[src/rtl/approx_mac_accum.sv]
// approx_mac_accum: sums a frame of LEN unsigned 8-bit products into an
// ACC_W-bit accumulator and presents the frame sum on a valid/ready output.
// Optional build macro APPROX_MAC_SATURATE_EN: clamp the running sum to all
// ones instead of wrapping modulo 2^ACC_W. The overflow flag is identical in
// both builds.
module approx_mac_accum #(
    parameter int ACC_W = 12,
    parameter int LEN   = 4
) (
    input  logic             clk,
    input  logic             rst,
    input  logic             clr,
    input  logic             in_valid,
    output logic             in_ready,
    input  logic [7:0]       in_prod,
    output logic             out_valid,
    input  logic             out_ready,
    output logic [ACC_W-1:0] out_acc,
    output logic             out_ovf,
    output logic             busy
);

    typedef enum logic {
        ST_ACCUM,
        ST_OUT
    } state_t;

    localparam logic [7:0] CNT_LAST = 8'(LEN - 1);

    state_t           state_q, state_d;
    logic [ACC_W-1:0] acc_q, acc_d;
    logic [ACC_W-1:0] out_acc_q, out_acc_d;
    logic [7:0]       cnt_q, cnt_d;
    logic             ovf_q, ovf_d;
    logic             out_ovf_q, out_ovf_d;
    logic             in_ready_q, in_ready_d;
    logic             out_valid_q, out_valid_d;
    logic             busy_q, busy_d;

    logic [ACC_W:0]   sum;
    logic             carry;
    logic [ACC_W-1:0] step_val;
    logic             accept;
    logic             last;

    // Accumulate step: zero-extended add, carry out of the MSB, wrap or clamp.
    always_comb begin
        sum    = {1'b0, acc_q} + {{(ACC_W - 7){1'b0}}, in_prod};
        carry  = sum[ACC_W];
`ifdef APPROX_MAC_SATURATE_EN
        // An all-ones sum plus any nonzero product carries again, so the
        // clamp holds for the rest of the frame without a separate flag.
        step_val = carry ? '1 : sum[ACC_W-1:0];
`else
        step_val = sum[ACC_W-1:0];
`endif
        accept = in_valid && in_ready_q;
        last   = (cnt_q == CNT_LAST);
    end

    // Next-state logic: clr overrides any handshake in the same cycle.
    always_comb begin
        state_d   = state_q;
        acc_d     = acc_q;
        cnt_d     = cnt_q;
        ovf_d     = ovf_q;
        out_acc_d = out_acc_q;
        out_ovf_d = out_ovf_q;
        if (clr) begin
            state_d = ST_ACCUM;
            acc_d   = '0;
            cnt_d   = '0;
            ovf_d   = 1'b0;
        end else begin
            case (state_q)
                ST_ACCUM: begin
                    if (accept) begin
                        if (last) begin
                            out_acc_d = step_val;
                            out_ovf_d = ovf_q | carry;
                            acc_d     = '0;
                            cnt_d     = '0;
                            ovf_d     = 1'b0;
                            state_d   = ST_OUT;
                        end else begin
                            acc_d = step_val;
                            cnt_d = cnt_q + 8'd1;
                            ovf_d = ovf_q | carry;
                        end
                    end
                end
                ST_OUT: begin
                    if (out_ready) begin
                        state_d = ST_ACCUM;
                    end
                end
                default: state_d = ST_ACCUM;
            endcase
        end
        in_ready_d  = (state_d == ST_ACCUM);
        out_valid_d = (state_d == ST_OUT);
        busy_d      = (cnt_d != 8'd0) || (state_d == ST_OUT);
    end

    // State and registered outputs with synchronous active-high reset.
    always_ff @(posedge clk) begin
        if (rst) begin
            state_q     <= ST_ACCUM;
            acc_q       <= '0;
            cnt_q       <= '0;
            ovf_q       <= 1'b0;
            out_acc_q   <= '0;
            out_ovf_q   <= 1'b0;
            in_ready_q  <= 1'b1;
            out_valid_q <= 1'b0;
            busy_q      <= 1'b0;
        end else begin
            state_q     <= state_d;
            acc_q       <= acc_d;
            cnt_q       <= cnt_d;
            ovf_q       <= ovf_d;
            out_acc_q   <= out_acc_d;
            out_ovf_q   <= out_ovf_d;
            in_ready_q  <= in_ready_d;
            out_valid_q <= out_valid_d;
            busy_q      <= busy_d;
        end
    end

    assign in_ready  = in_ready_q;
    assign out_valid = out_valid_q;
    assign out_acc   = out_acc_q;
    assign out_ovf   = out_ovf_q;
    assign busy      = busy_q;

endmodule

[config.mk]
export PLATFORM = sky130hd
export DESIGN_NAME = approx_mac_accum
export DESIGN_NICKNAME = d
export VERILOG_FILES = /design/src/rtl/approx_mac_accum.sv
export SDC_FILE = /design/constraint.sdc
export NUM_CORES = 1
export LEC_CHECK = 0
export BUFFER_PORTS_ARGS = -buffer_cell sky130_fd_sc_hd__buf_2
export CORE_ASPECT_RATIO = 0.7
export CORE_MARGIN = 2
export CORE_UTILIZATION = 50
export CTS_CLUSTER_DIAMETER = 50
export DETAILED_ROUTE_END_ITERATION = 12
export HOLD_SLACK_MARGIN = 0.15
export PLACE_DENSITY = 0.71
export SLEW_MARGIN = 20
export SYNTH_ARGS = -nofsm -noshare
export SYNTH_HDL_FRONTEND = slang
export SYNTH_SLANG_ARGS = --single-unit
[constraint.sdc]
create_clock -name clk -period 2.4 [get_ports clk]
set_clock_uncertainty 0.15 [all_clocks]
set_input_delay 0.12 -clock clk [delete_from_list [all_inputs] [get_ports clk]]
set_output_delay 0.12 -clock clk [all_outputs]
set_load 0.02 [all_outputs]
Yosys cells after proc, flatten, opt, wreduce, memory -nomap -nowiden
Index checks and enable logic that the tools add are counted.
{ "totals": {"ff_bits": 37, "inputBits": 13, "out_inout_bits": 16, "wordCells": 32} }
{ "classes": {"add_sub_neg": 2, "eq_ne": 1, "n_mux": 11, "bitwise_logic": 4, "n_reduce_logical": 6} }
{ "ops": {"columns": ["op", "n"], "rows": [
  ["$mux 8", 4],
  ["$add 12x8->13", 1],
  ["$mux 12", 1],
  ["$add 8x1->8 const B", 1],
  ["$eq 8x2->1 const B", 1],
  ["$reduce_bool 8->1", 1],
  ["$mux 1", 5],
  ["$reduce_and 4->1", 1],
  ["$not 1->1", 3],
  ["$pmux 1 s2", 1],
  ["$reduce_and 2->1", 1],
  ["$reduce_or 2->1", 1],
  ["$logic_and 1x1->1", 1],
  ["$logic_or 1x1->1", 1],
  ["$or 1x1->1", 1]
]} }

Longest topological paths before layout
{ "logic_depth": {"ltp_word": 7, "depth_mapped": 7, "depth_no_buf": 7} }

Least setup slack after synthesis
OpenSTA, ideal clock, no wires.
{ "synth_path": {"path_kind": "flip-flop to flip-flop", "from": "reg cnt_q[0]", "to": "reg out_acc_q[8] (netlist: out_acc[8])", "setup_time_ns": 0.062, "t_arrival_ns": 2.169, "required_ns": 2.188, "setup_slack_ns": 0.019, "stages_incl_launch_ff": 7, "n_path_buf": 0, "period_less_slack_ns": 2.381, "cell_sequence": "dfxtp_1 > ha_1 > or4b_4 > or3_1 > or2_1 > or4_1 > nand3_1"} }
{ "synth_via": {"elab_chain_cells": 2} }
{ "synth_rtl": {"columns": ["element", "line", "rtl"], "rows": [
  ["start, declared", "33", "logic [7:0] cnt_q, cnt_d;"],
  ["start signal, assigned", "120", "cnt_q <= cnt_d;"],
  ["$eq 8x2->1", "58", "last = (cnt_q == CNT_LAST);"],
  ["$reduce_and 4->1 (no source line)", null, null],
  ["end signal, assigned", "122", "out_acc_q <= out_acc_d;"],
  ["end, declared", "32", "logic [ACC_W-1:0] out_acc_q, out_acc_d;"]
]} }
Every way passes these cells.
A chain may end at the register's enable or synchronous reset.

Final worst setup path
{ "layout_path": {"from": "reg cnt_q[1]", "to": "reg out_acc_q[8] (netlist: out_acc[8])"} }
Same word-level chain as after synthesis.

==> reports/metrics.csv <==
stage,metric,value,unit
status,outcome,completed,
yosys,synthCells,228,
yosys,synth_top_area_frac,0.3852,
placement,gp_congestion,0.8071,
floorplanning,start_util,0.5337,
timing,slew_viol_final,0,
routing,ant_nets,0,
placement,dp_hpwl,3.343,mm
floorplanning,die_width,78.13,µm
yosys,synth.avg_cell_area,8.435,µm²
global_route,antenna_found_initial,0,
global_route,grt_max_degree,20,
yosys,synth_edf_count,0,
floorplanning,num_rows,18,
timing,setup_viol,0,
power,peakVddDrop,0.4001,mV
yosys,ys_ff_latch,37,
timing,hold_violations,0,
routing,vias,1767,
yosys,synthTopCellsByArea,"dfxtp_1 39%, ha_1 5.9%, nor2_1 5.3%",
worst_setup_path,crit_path_start_kind,flop,
layout,finish.utilization,0.6729,
timing,whs,0.1844,ns
floorplanning,die_h,55.89,µm
floorplanning,coreArea,3603,µm²
clock_tree,cts.reportedPaths.clkPinSlew,0.07,ns
global_route,grt.busiest_layer,met1,
flow_run,drv_cap,0,
layout,n_antenna_cell,0,
clock_tree,cts_buffer_depth,2,
timing,tightest_slew,0.4372,ns
worst_setup_path,endpoint_kind,flop,
layout,drive_above_1_share,0.2473,
clock_tree,tritoncts,built,
worst_setup_path,cp_data_arrival_time,2.40,ns
global_route,grt.total_usage,0.2236,
timing,max_clock_freq,430.7,MHz
clock_tree,cts.sinks,37,
min_path,hold_class,in -> reg,
placement,portBuffers,28,
global_route,grt_util_met3,0.05682,
clock_tree,cts_root_buffer,clkbuf_8,
worst_setup_path,critPathKind,reg -> reg,
clock_tree,cts_made_buffers,5,
floorplanning,die_area,4366,µm²
routing,dr.pass1.iters,5,
floorplanning,ios,29,
global_route,grtUsageMet1,0.3333,
global_route,met2_usage,0.3054,
global_route,grt_pass1_vias,1588,
yosys,synth_nets,251,
yosys,synth.cell_area,1923,µm²
routing,drc,0,
global_route,grt_pass1_wl,7.679,mm
power,power_density,504.6,nW/µm²
yosys,yosysUniqueCellTypes,47,
routing,drtIter0Drc,120,
clock_tree,h-tree-depth,2,
worst_setup_path,crit_fanout,5,
yosys,yosysTopAreaCell,dfxtp_1,
timing,period_needed,2.322,ns
timing,maxSlewHeadroom,0.7068,
routing,routed_via_density,5.371,
routing,wl_per_cell,13.94,µm
routing,wirelength,4.586,mm
global_route,grt-ovfl-total,0,
yosys,yosysSeqAreaShare,0.3852,
timing,fin_crit_sh,0.9674,
yosys,synthFlopType,dfxtp_1,
layout,nNetsFinal,302,
yosys,synth-async-reset-ratio,0,
worst_setup_path,crit_required,2.48,ns
layout,area_growth,26.09,%
power,p_leak,0.001017,µW
yosys,yosys_warnings,0,
clock_tree,clk_latency,0.29,ns
cell type report:
class / instances / area, µm²
Fill cell: 313 / 1179
Multi-Input combinational cell: 173 / 1157
Sequential cell: 37 / 743.2
Timing Repair Buffer: 54 / 345.3
Clock buffer: 7 / 86.33
Tap cell: 50 / 62.56
Inverter: 8 / 30.03
final timing paths:
path               from         end  slack [ns]  cells past startpoint
max            cnt_q[1]  out_acc[8]        0.08                      6
min          in_prod[1]    acc_q[1]        0.18                      4
max reg2reg    cnt_q[1]  out_acc[8]        0.08                      6
min reg2reg  out_acc[4]  out_acc[4]        0.31                      2
logic make-up (layout without fill, tap and decap cells):
family | after synthesis | count (layout) | synth area share
simple gates | 98 | 98 | 0.2642
compound gates | 51 | 51 | 0.1783
flops | 37 | 37 | 0.3852
buf+inv | 18 | 69 | 0.03709
xor+xnor | 11 | 11 | 0.05010
fa+ha+maj | 10 | 10 | 0.06897
mux | 3 | 3 | 0.01627
cells in the mapped netlist, types with 2 or more instances:
master     number
nand2_1        21
or4_1           3
nor4_1          2
xnor2_1         6
a22oi_1         5
nand3b_1        5
dfxtp_1        37
clkbuf_1        9
mux2i_1         2
nand2b_1        3
a211oi_1        4
a21oi_1        14
a22o_1          2
o2111ai_1       2
xor2_1          5
nor2_1         27
nand3_1         6
nor3_1          9
a21o_1          4
nand4b_1        2
or3_1           6
a31oi_1         3
and3_1          4
ha_1            9
inv_1           8
and2_1          2
and4_1          2
o21ai_0         7
worst max-delay path, cell delays in order, from the launching register on:
cell     delay [ns]
dfxtp_2        0.36
ha_4           0.14
or4b_4         0.47
or3_4          0.35
or2_4          0.25
or4_1          0.47
nand3_1        0.09
report_power, final:
part	internal, µW	total [µW]	switching [µW]
Combinational	69.3	158	88.3
Clock	228	438	210
Sequential	622	628	5.91
Total	919	1220	304
what timing repair did:
| action | CTS | global route |
|---|---|---|
| hold buffers | 4 | 0 |
| buffers inserted | 0 | 5 |
| cloned | 0 | 0 |
| endpoints found under the hold margin | 17 | 0 |
| resized for setup | 1 | 10 |
| pin swaps | 0 | 1 |
| setup endpoints to repair | 2 | 12 |
flip-flops by register name, indices dropped and copies added (netlist names):
signal / count
out_ovf: 1
in_ready: 1
out_valid: 1
out_acc: 12
acc_q: 12
busy: 1
cnt_q: 8
ovf_q: 1
metrics by stage:
stage               power [µW]  setup TNS [ns]  std cells  cell area [µm²]  worst slack [ns]
floorplan                733.4               0        228             1923           0.01873
global placement         778.1               0        313             2212          0.005167
detailed placement       780.1         -0.1923        313             2212           -0.1123
CTS                       1224               0        324             2344          0.003785
global route              1273       -0.004775        329             2425         -0.004775
finish                    1223               0        329             2425           0.07812
layout by cell type, fill, tap and decap left out, types with 6 or more instances in the layout:
| cell | n |
|---|---|
| nor3_1 | 9 |
| a21oi_1 | 14 |
| dfxtp_1 | 35 |
| nand2_1 | 21 |
| inv_1 | 8 |
| buf_4 | 22 |
| nand3_1 | 6 |
| buf_2 | 28 |
| xnor2_1 | 6 |
| nor2_1 | 27 |
| o21ai_0 | 7 |
| clkbuf_8 | 6 |
| ha_1 | 8 |
per-layer routing:
metal	share of wire	vias to the layer above
met5	0	-
met4	0.011	0
met3	0.050	4
met2	0.41	39
met1	0.52	801
li1	-	923
Power figures use the tool's default switching activity.
